--- src/rtl/dma_mem_slave.sv ---
// Byte-wide memory slave on the DMAC bus: decodes MEMR/MEMW, stretches each
// access by WS wait states via RDY, and flags out-of-range or dual-strobe accesses.
module dma_mem_slave #(
  parameter int unsigned DEPTH   = 256,
  parameter logic [15:0] BASE    = 16'h0000,
  parameter logic [7:0]  RD_MISS = 8'hFF
) (
  input  logic        CLK,
  input  logic        RST_N,
  input  logic        MEMR,
  input  logic        MEMW,
  input  logic [15:0] Addrbus,
  input  logic [7:0]  Wdata,
  output logic [7:0]  Rdata,
  output logic        RDY,
  input  logic [2:0]  WS,
  output logic        ERR,
  input  logic        ERR_CLR
);

  localparam int unsigned AW = (DEPTH > 32'd1) ? $clog2(DEPTH) : 1;

  typedef enum logic [1:0] {
    S_IDLE = 2'd0,
    S_WAIT = 2'd1,
    S_DONE = 2'd2
  } state_e;

  state_e         state_q, state_d;
  logic [15:0]    addr_q, addr_d;
  logic [7:0]     wdata_q, wdata_d;
  logic           rd_q, rd_d;
  logic           wr_q, wr_d;
  logic [2:0]     cnt_q, cnt_d;
  logic [7:0]     rdata_q;
  logic           rdy_q;
  logic           err_q;
  logic [7:0]     mem_q [DEPTH];

  logic           strobe_s;
  logic           start_s;
  logic           commit_s;
  logic [15:0]    c_addr_s;
  logic [7:0]     c_wdata_s;
  logic           c_rd_s;
  logic           c_wr_s;
  logic           hit_s;
  logic           proto_s;
  logic [AW-1:0]  off_s;

  // Address decode in 17 bits so BASE+DEPTH may reach 16'hFFFF+1.
  function automatic logic addr_hit(input logic [15:0] a);
    logic [16:0] lo;
    logic [16:0] hi;
    lo = {1'b0, BASE};
    hi = lo + 17'(DEPTH);
    return ({1'b0, a} >= lo) && ({1'b0, a} < hi);
  endfunction

  // Next-state logic: access start, wait countdown and commit strobe.
  always_comb begin
    strobe_s = MEMR | MEMW;
    start_s  = strobe_s && ((state_q == S_IDLE) ||
                            ((state_q == S_DONE) && (Addrbus != addr_q)));
    state_d  = state_q;
    addr_d   = addr_q;
    wdata_d  = wdata_q;
    rd_d     = rd_q;
    wr_d     = wr_q;
    cnt_d    = cnt_q;
    commit_s = 1'b0;
    if (start_s) begin
      addr_d  = Addrbus;
      wdata_d = Wdata;
      rd_d    = MEMR;
      wr_d    = MEMW;
      if (WS == 3'd0) begin
        state_d  = S_DONE;
        commit_s = 1'b1;
      end else begin
        state_d = S_WAIT;
        cnt_d   = WS;
      end
    end else begin
      case (state_q)
        S_IDLE: state_d = S_IDLE;
        S_WAIT: begin
          if (cnt_q <= 3'd1) begin
            state_d  = S_DONE;
            commit_s = 1'b1;
          end else begin
            cnt_d = cnt_q - 3'd1;
          end
        end
        S_DONE: begin
          if (strobe_s) begin
            state_d = S_DONE;
          end else begin
            state_d = S_IDLE;
          end
        end
        default: state_d = S_IDLE;
      endcase
    end
  end

  // A zero-wait access commits on its sampling edge, so it uses the live bus.
  assign c_addr_s  = start_s ? Addrbus : addr_q;
  assign c_wdata_s = start_s ? Wdata   : wdata_q;
  assign c_rd_s    = start_s ? MEMR    : rd_q;
  assign c_wr_s    = start_s ? MEMW    : wr_q;
  assign hit_s     = addr_hit(c_addr_s);
  assign proto_s   = c_rd_s & c_wr_s;
  assign off_s     = AW'(c_addr_s - BASE);

  // State, latched access, read data, ready and sticky error registers.
  always_ff @(posedge CLK or negedge RST_N) begin
    if (!RST_N) begin
      state_q <= S_IDLE;
      addr_q  <= 16'h0000;
      wdata_q <= 8'h00;
      rd_q    <= 1'b0;
      wr_q    <= 1'b0;
      cnt_q   <= 3'd0;
      rdata_q <= 8'h00;
      rdy_q   <= 1'b1;
      err_q   <= 1'b0;
    end else begin
      state_q <= state_d;
      addr_q  <= addr_d;
      wdata_q <= wdata_d;
      rd_q    <= rd_d;
      wr_q    <= wr_d;
      cnt_q   <= cnt_d;
      rdy_q   <= (state_d != S_WAIT);
      if (commit_s && c_rd_s && !c_wr_s) begin
        rdata_q <= hit_s ? mem_q[off_s] : RD_MISS;
      end
      if (commit_s && (proto_s || !hit_s)) begin
        err_q <= 1'b1;
      end else if (ERR_CLR) begin
        err_q <= 1'b0;
      end
    end
  end

  // Storage array; contents survive reset by design.
  always_ff @(posedge CLK) begin
    if (commit_s && c_wr_s && !c_rd_s && hit_s) begin
      mem_q[off_s] <= c_wdata_s;
    end
  end

  assign Rdata = rdata_q;
  assign RDY   = rdy_q;
  assign ERR   = err_q;

endmodule

--- config.mk ---
export PLATFORM = sky130hd
export DESIGN_NAME = dma_mem_slave
export DESIGN_NICKNAME = d
export VERILOG_FILES = /design/src/rtl/dma_mem_slave.sv
export SDC_FILE = /design/constraint.sdc
export NUM_CORES = 2
export LEC_CHECK = 0
export CAP_MARGIN = 20
export CORE_UTILIZATION = 40
export DETAILED_ROUTE_END_ITERATION = 12
export SLEW_MARGIN = 40
export SYNTH_ARGS = -nofsm -noshare
export SYNTH_HDL_FRONTEND = slang
export SYNTH_SLANG_ARGS = --single-unit
--- constraint.sdc ---
create_clock -name CLK -period 7.3 [get_ports CLK]
set_input_delay 1.46 -clock CLK [delete_from_list [all_inputs] [get_ports CLK]]
set_output_delay 1.46 -clock CLK [all_outputs]
set_load 0.01 [all_outputs]
* Word level (Yosys, flattened, before mapping)
Memories as Yosys holds them, arrays and structs flattened.
Cells that the tools add are included.
** Storage, ports and cells
- Flip-flop bits (word level) :: 41
- RAM bits :: 2048
- Input port bits :: 32
- Output and inout bits :: 10
- Memories :: 1
** Cells by class
- Add/sub/neg operators :: 1
- Magnitude comparators :: 2
- Equal/unequal tests :: 6
- Mux-type cells :: 22
- Bitwise gates (word level) :: 2
- Reductions and logical operators :: 18
** Memory list
- mem_q :: depth 256, width 8, rd ports 1, clocked after memory_dff 0, wr ports 1, line 38 : logic [7:0] mem_q [DEPTH];
** Operators by type and width (number)
- < comparator 16 x 9 -> 1 bit (second input constant) :: 1
- two-way mux 16 bit :: 1
- two-way mux 8 bit :: 2
- != test 16 bit :: 1
- two-way mux 3 bit :: 4
- two-way mux 1 bit :: 10
- logical AND 1 bit :: 8
- two-way mux 2 bit :: 4
- != test 2 bit (second input constant) :: 2
- one-hot mux 2 bit (2 select lines) :: 1
- nonzero test 2 bit :: 2
- less-or-equal comparator 3 x 1 -> 1 bit (second input constant) :: 1
- logical NOT 1 bit :: 3
- logical NOT 3 bit :: 1
- AND reduction 3 bit :: 1
- subtractor 3 x 1 -> 3 bit (second input constant) :: 1
- equality test 2 x 1 -> 1 bit (second input constant) :: 1
- equality test 2 bit (second input constant) :: 1
- logical NOT 2 bit :: 1
- logical OR 1 bit :: 2
- != test 2 x 1 -> 1 bit (second input constant) :: 1
- bitwise AND 1 bit :: 1
- OR 1 bit :: 1

* Logic depth before layout (Yosys ltp)
- Word-level depth :: 10
- Depth in mapped cells :: 20

* Worst setup path before layout
No wires, ideal clock.
- Path type :: input port to flip-flop
- From :: in Addrbus[0]
- To :: mem mem_q[0][1], data pin
- Data arrival time :: 6.343 ns
- Required time :: 6.475 ns
- Path slack :: 0.132 ns
- Stages :: 11
- Path through :: buf_4 xor2_1 nor4_4 and4_1 o21ai_2 buf_6 buf_6 clkbuf_1 clkbuf_1 nand2_1 nand2_1
** Between the ends
- Longest elaborated chain between the ends :: 5
** RTL lines
- start, declared :: line 12 : input logic [15:0] Addrbus,
- != test 16 bit :: line 64 : ((state_q == S_DONE) && (Addrbus != addr_q)));
- logical AND 1 bit :: line 64
- logical OR 1 bit :: line 63 : start_s = strobe_s && ((state_q == S_IDLE) ||
- logical AND 1 bit :: line 63
- two-way mux 8 bit
- net c_wdata_s[1] :: line 44 : logic [7:0] c_wdata_s;
- end, declared :: line 38
The timed path passes the listed nets, and every way through them passes these cells.

* Worst setup path after layout
- From :: in Addrbus[0]
- To :: reg rdata_q[3], in the netlist Rdata[3]
** Between the ends
- Longest elaborated chain between the ends :: 7
** RTL lines
- != test 16 bit :: line 64
- logical AND 1 bit :: line 64
- logical OR 1 bit :: line 63
- logical AND 1 bit :: line 63
- two-way mux 16 bit, or another cell as far along
- memory (256 x 8 bit), or another cell as far along
- two-way mux 8 bit or logical AND 1 bit (tied branches) :: line 137, 136
- end signal, assigned :: line 137 : rdata_q <= hit_s ? mem_q[off_s] : RD_MISS;
- end, declared :: line 35 : logic [7:0] rdata_q;
Several ways; a longest one is shown, not always the timed one.
A chain may end at the register's enable or synchronous reset.

==> out/results.ini <==
[sta]
period_minus_slack_ps=6308
fin_hold_ws_ps=520.0
maxSlewViolCount=0
slew_headroom_pct=37.96
worstMarginPinSlew_ps=912.6
max_freq_ghz=0.1585
rsz0062_at_grt=no
hold_violations=0
fin_crit_sh_pct=86.41
timing.clock.skew_ps=44.90
fin_tns_setup_ps=0
setup_violations=0

[clocking]
clk_pin_slew_worst_paths_ps=70
ctsResizeCount=0
worst_skew_pair.late_latency_ps=890
cts_root_buf=clkbuf_16
htreeDepth=4
cts_tree=yes
numCtsBuffers=207
cts_num_sinks=2089
clockBufferDepth=3
cts_setup_buffers=0
cts_hold_buffers=0

[placed_design]
dpl_cell_area_mm2=0.08923
dp_hpwl_mm=170.2
gp_congestion=0.9422
port_buffers=41

[global_route]
grt-ovfl-total=0
grt_max_degree=162
grt_use_total_pct=25.51
grt_pass1_vias=51380
grt_pass1_wl_mm=385.5
antenna_found_initial=16

[outcome]
status=finished clean

[detailed_routing]
via_per_inst=5.872
drtAntennaViolNets=0
drc=0
drt_pass1_iterations=6
num_vias=55580
drtIter0Drc=7423
wl_mm=272.8
wire_per_inst_um=28.82

[critical_path]
cp.required_ps=8030
timing_worst_setup_path_type=in -> reg
cp-end-kind=flip-flop
startpoint_type=primary input
critPathLaunch=Addrbus[0]
crit_fanout=37
arrival_ps=7040
reg2reg_from=addr_q[2]

[synth]
synth_cell_types=77
ys_ff_latch=2089
synth_area_leaders=edfxtp_1 (74%), nand2_1 (7.4%), nand3_1 (3.6%), mux2i_1 (2.4%), nor2_1 (1.5%)
ys.flop_type=edfxtp_1
synth-edff-count=2048
syn-num-nets=6292
yosysSeqAreaShare_pct=74.94
yosysWarnings=0
async_flop_share_pct=1.963
postSynthCellCount=6255
syn_area_mm2=0.08343
avgSynthCellArea_um2=13.34
yosysTopAreaCell=edfxtp_1
synth.top_cell.area_share_pct=73.71

[pwr]
clock_power_share_pct=27.4
p_sw_uw=15200
pwr-share-comb_pct=34.5
power_frac_seq_pct=38.1
switching_share_pct=38.27
leakage_uw=0.03243
irDropWorstVdd_mv=0.3623
p_int_uw=24520
cellPowerDensity_mw_per_mm2=412.7

[die]
initial_core_util_pct=40.25
rows=167
coreArea_mm2=0.2073
io_pins=42
die_x_um=458.7
die_h_um=458.7
die_area_mm2=0.2104

[finish]
fin_area_mm2=0.09627
area_growth_pct=15.39
layout_commonest_cell=edfxtp_1
mostFrequentLayoutCells=edfxtp_1 (2048), nand2_1 (1647), nand3_1 (603)
drive_gt1_share_pct=11.82
fin_nets=6527

[job]
max-cap-violations=0

[min_path]
worstHoldPathType=reg -> reg
min-delay-start=addr_q[11]

## worst max-delay path: stages
cell	delay, ps
clkdlybuf4s50_1	760
xor2_1	190
nor4_4	380
nand4_4	210
a21oi_4	520
mux2i_4	490
buf_4	490
buf_4	540
a311oi_1	90
a31oi_1	370
o2111ai_1	260
o2111a_1	200
a2111oi_0	630
buf_4	280
a31oi_1	90
## cell families (layout without fill, tap and decap cells)
group | after synthesis | after routing | synth area share [%]
multiplexers | 214 | 214 | 2.623
AO/OA/AOI/OAI | 705 | 705 | 5.702
flip-flops | 2089 | 2089 | 74.94
buffers and inverters | 422 | 832 | 2.248
XOR/XNOR | 16 | 16 | 0.1680
AND/OR/NAND/NOR | 2804 | 2804 | 14.24
other | 0 | 12 | 0
adder cells (fa/ha/maj) | 5 | 5 | 0.07499
## power by group through the flow
stage	clock [µW]	sequential (µW)	combinational (µW)
5_1_grt	11400	15100	14200
2_1_floorplan	0	15900	6910
4_1_cts	11000	15100	13400
3_3_place_gp	0	15400	13200
6_report	10900	15200	13700
3_5_place_dp	0	15400	13300
## Yosys cell counts, drive strengths merged, types with 7 or more instances
cell,instances
a2111oi,8
dfrtp,40
inv,24
a21oi,205
or3,13
xor2,16
nand4,98
o211a,10
mux2,8
a31oi,117
a32o,12
a22oi,81
clkbuf,154
buf,242
nand2b,8
nor3,23
nand2,1656
nor4,21
a311oi,27
mux2i,206
o21ai,54
a32oi,78
o22ai,32
nor2,331
a211oi,9
and3,30
a21boi,8
nand3,604
edfxtp,2048
a221oi,7
## worst paths after layout
kind / to / slack (ps) / cells after the start
max in group asynchronous: Rdata[1] / 6090 / 2
setup / recovery: Rdata[3] / 990 / 15
hold / removal: addr_q[11] / 520 / 2
setup reg to reg: Rdata[3] / 1740 / 14
min in group asynchronous: addr_q[13] / 730 / 2
hold reg to reg: addr_q[11] / 520 / 2
## flip-flops by register name (all words and copies together) (netlist names)
register,cells
rd_q,1
ERR,1
state_q,2
wr_q,1
addr_q,16
cnt_q,3
RDY,1
mem_q,2048
wdata_q,8
Rdata,8
## layout make-up
| cell class | instances | area, µm² |
|---|---|---|
| Fill cell | 18160 | 111000 |
| Sequential cell | 2089 | 62530 |
| Multi-Input combinational cell | 3744 | 19390 |
| Clock buffer | 242 | 5333 |
| Timing Repair Buffer | 422 | 3834 |
| Tap cell | 2788 | 3488 |
| Clock inverter | 142 | 1553 |
| Inverter | 26 | 113.9 |
| Antenna cell | 12 | 30.03 |
## metal layers
layer | up-vias | track usage [%] | routed length, µm
li1 | 23680 | - | -
met1 | 28090 | 35.21 | 107600
met2 | 3240 | 38.55 | 122500
met3 | 562 | 6.138 | 30830
met4 | 8 | 10.62 | 11780
met5 | - | 0 | 57
## stage by stage
stage	total power (µW)	util (%)	worst slack [ps]	cells
after floorplan	22810	-	131.7	6255
after global placement	28590	42.97	49.83	9064
after detailed placement	28740	43.05	294.6	9068
after CTS	39500	46.37	1219	9452
after global routing	40760	46.43	878.5	9455
final	39730	46.45	992.1	9465
Power figures use the tool's default switching activity.
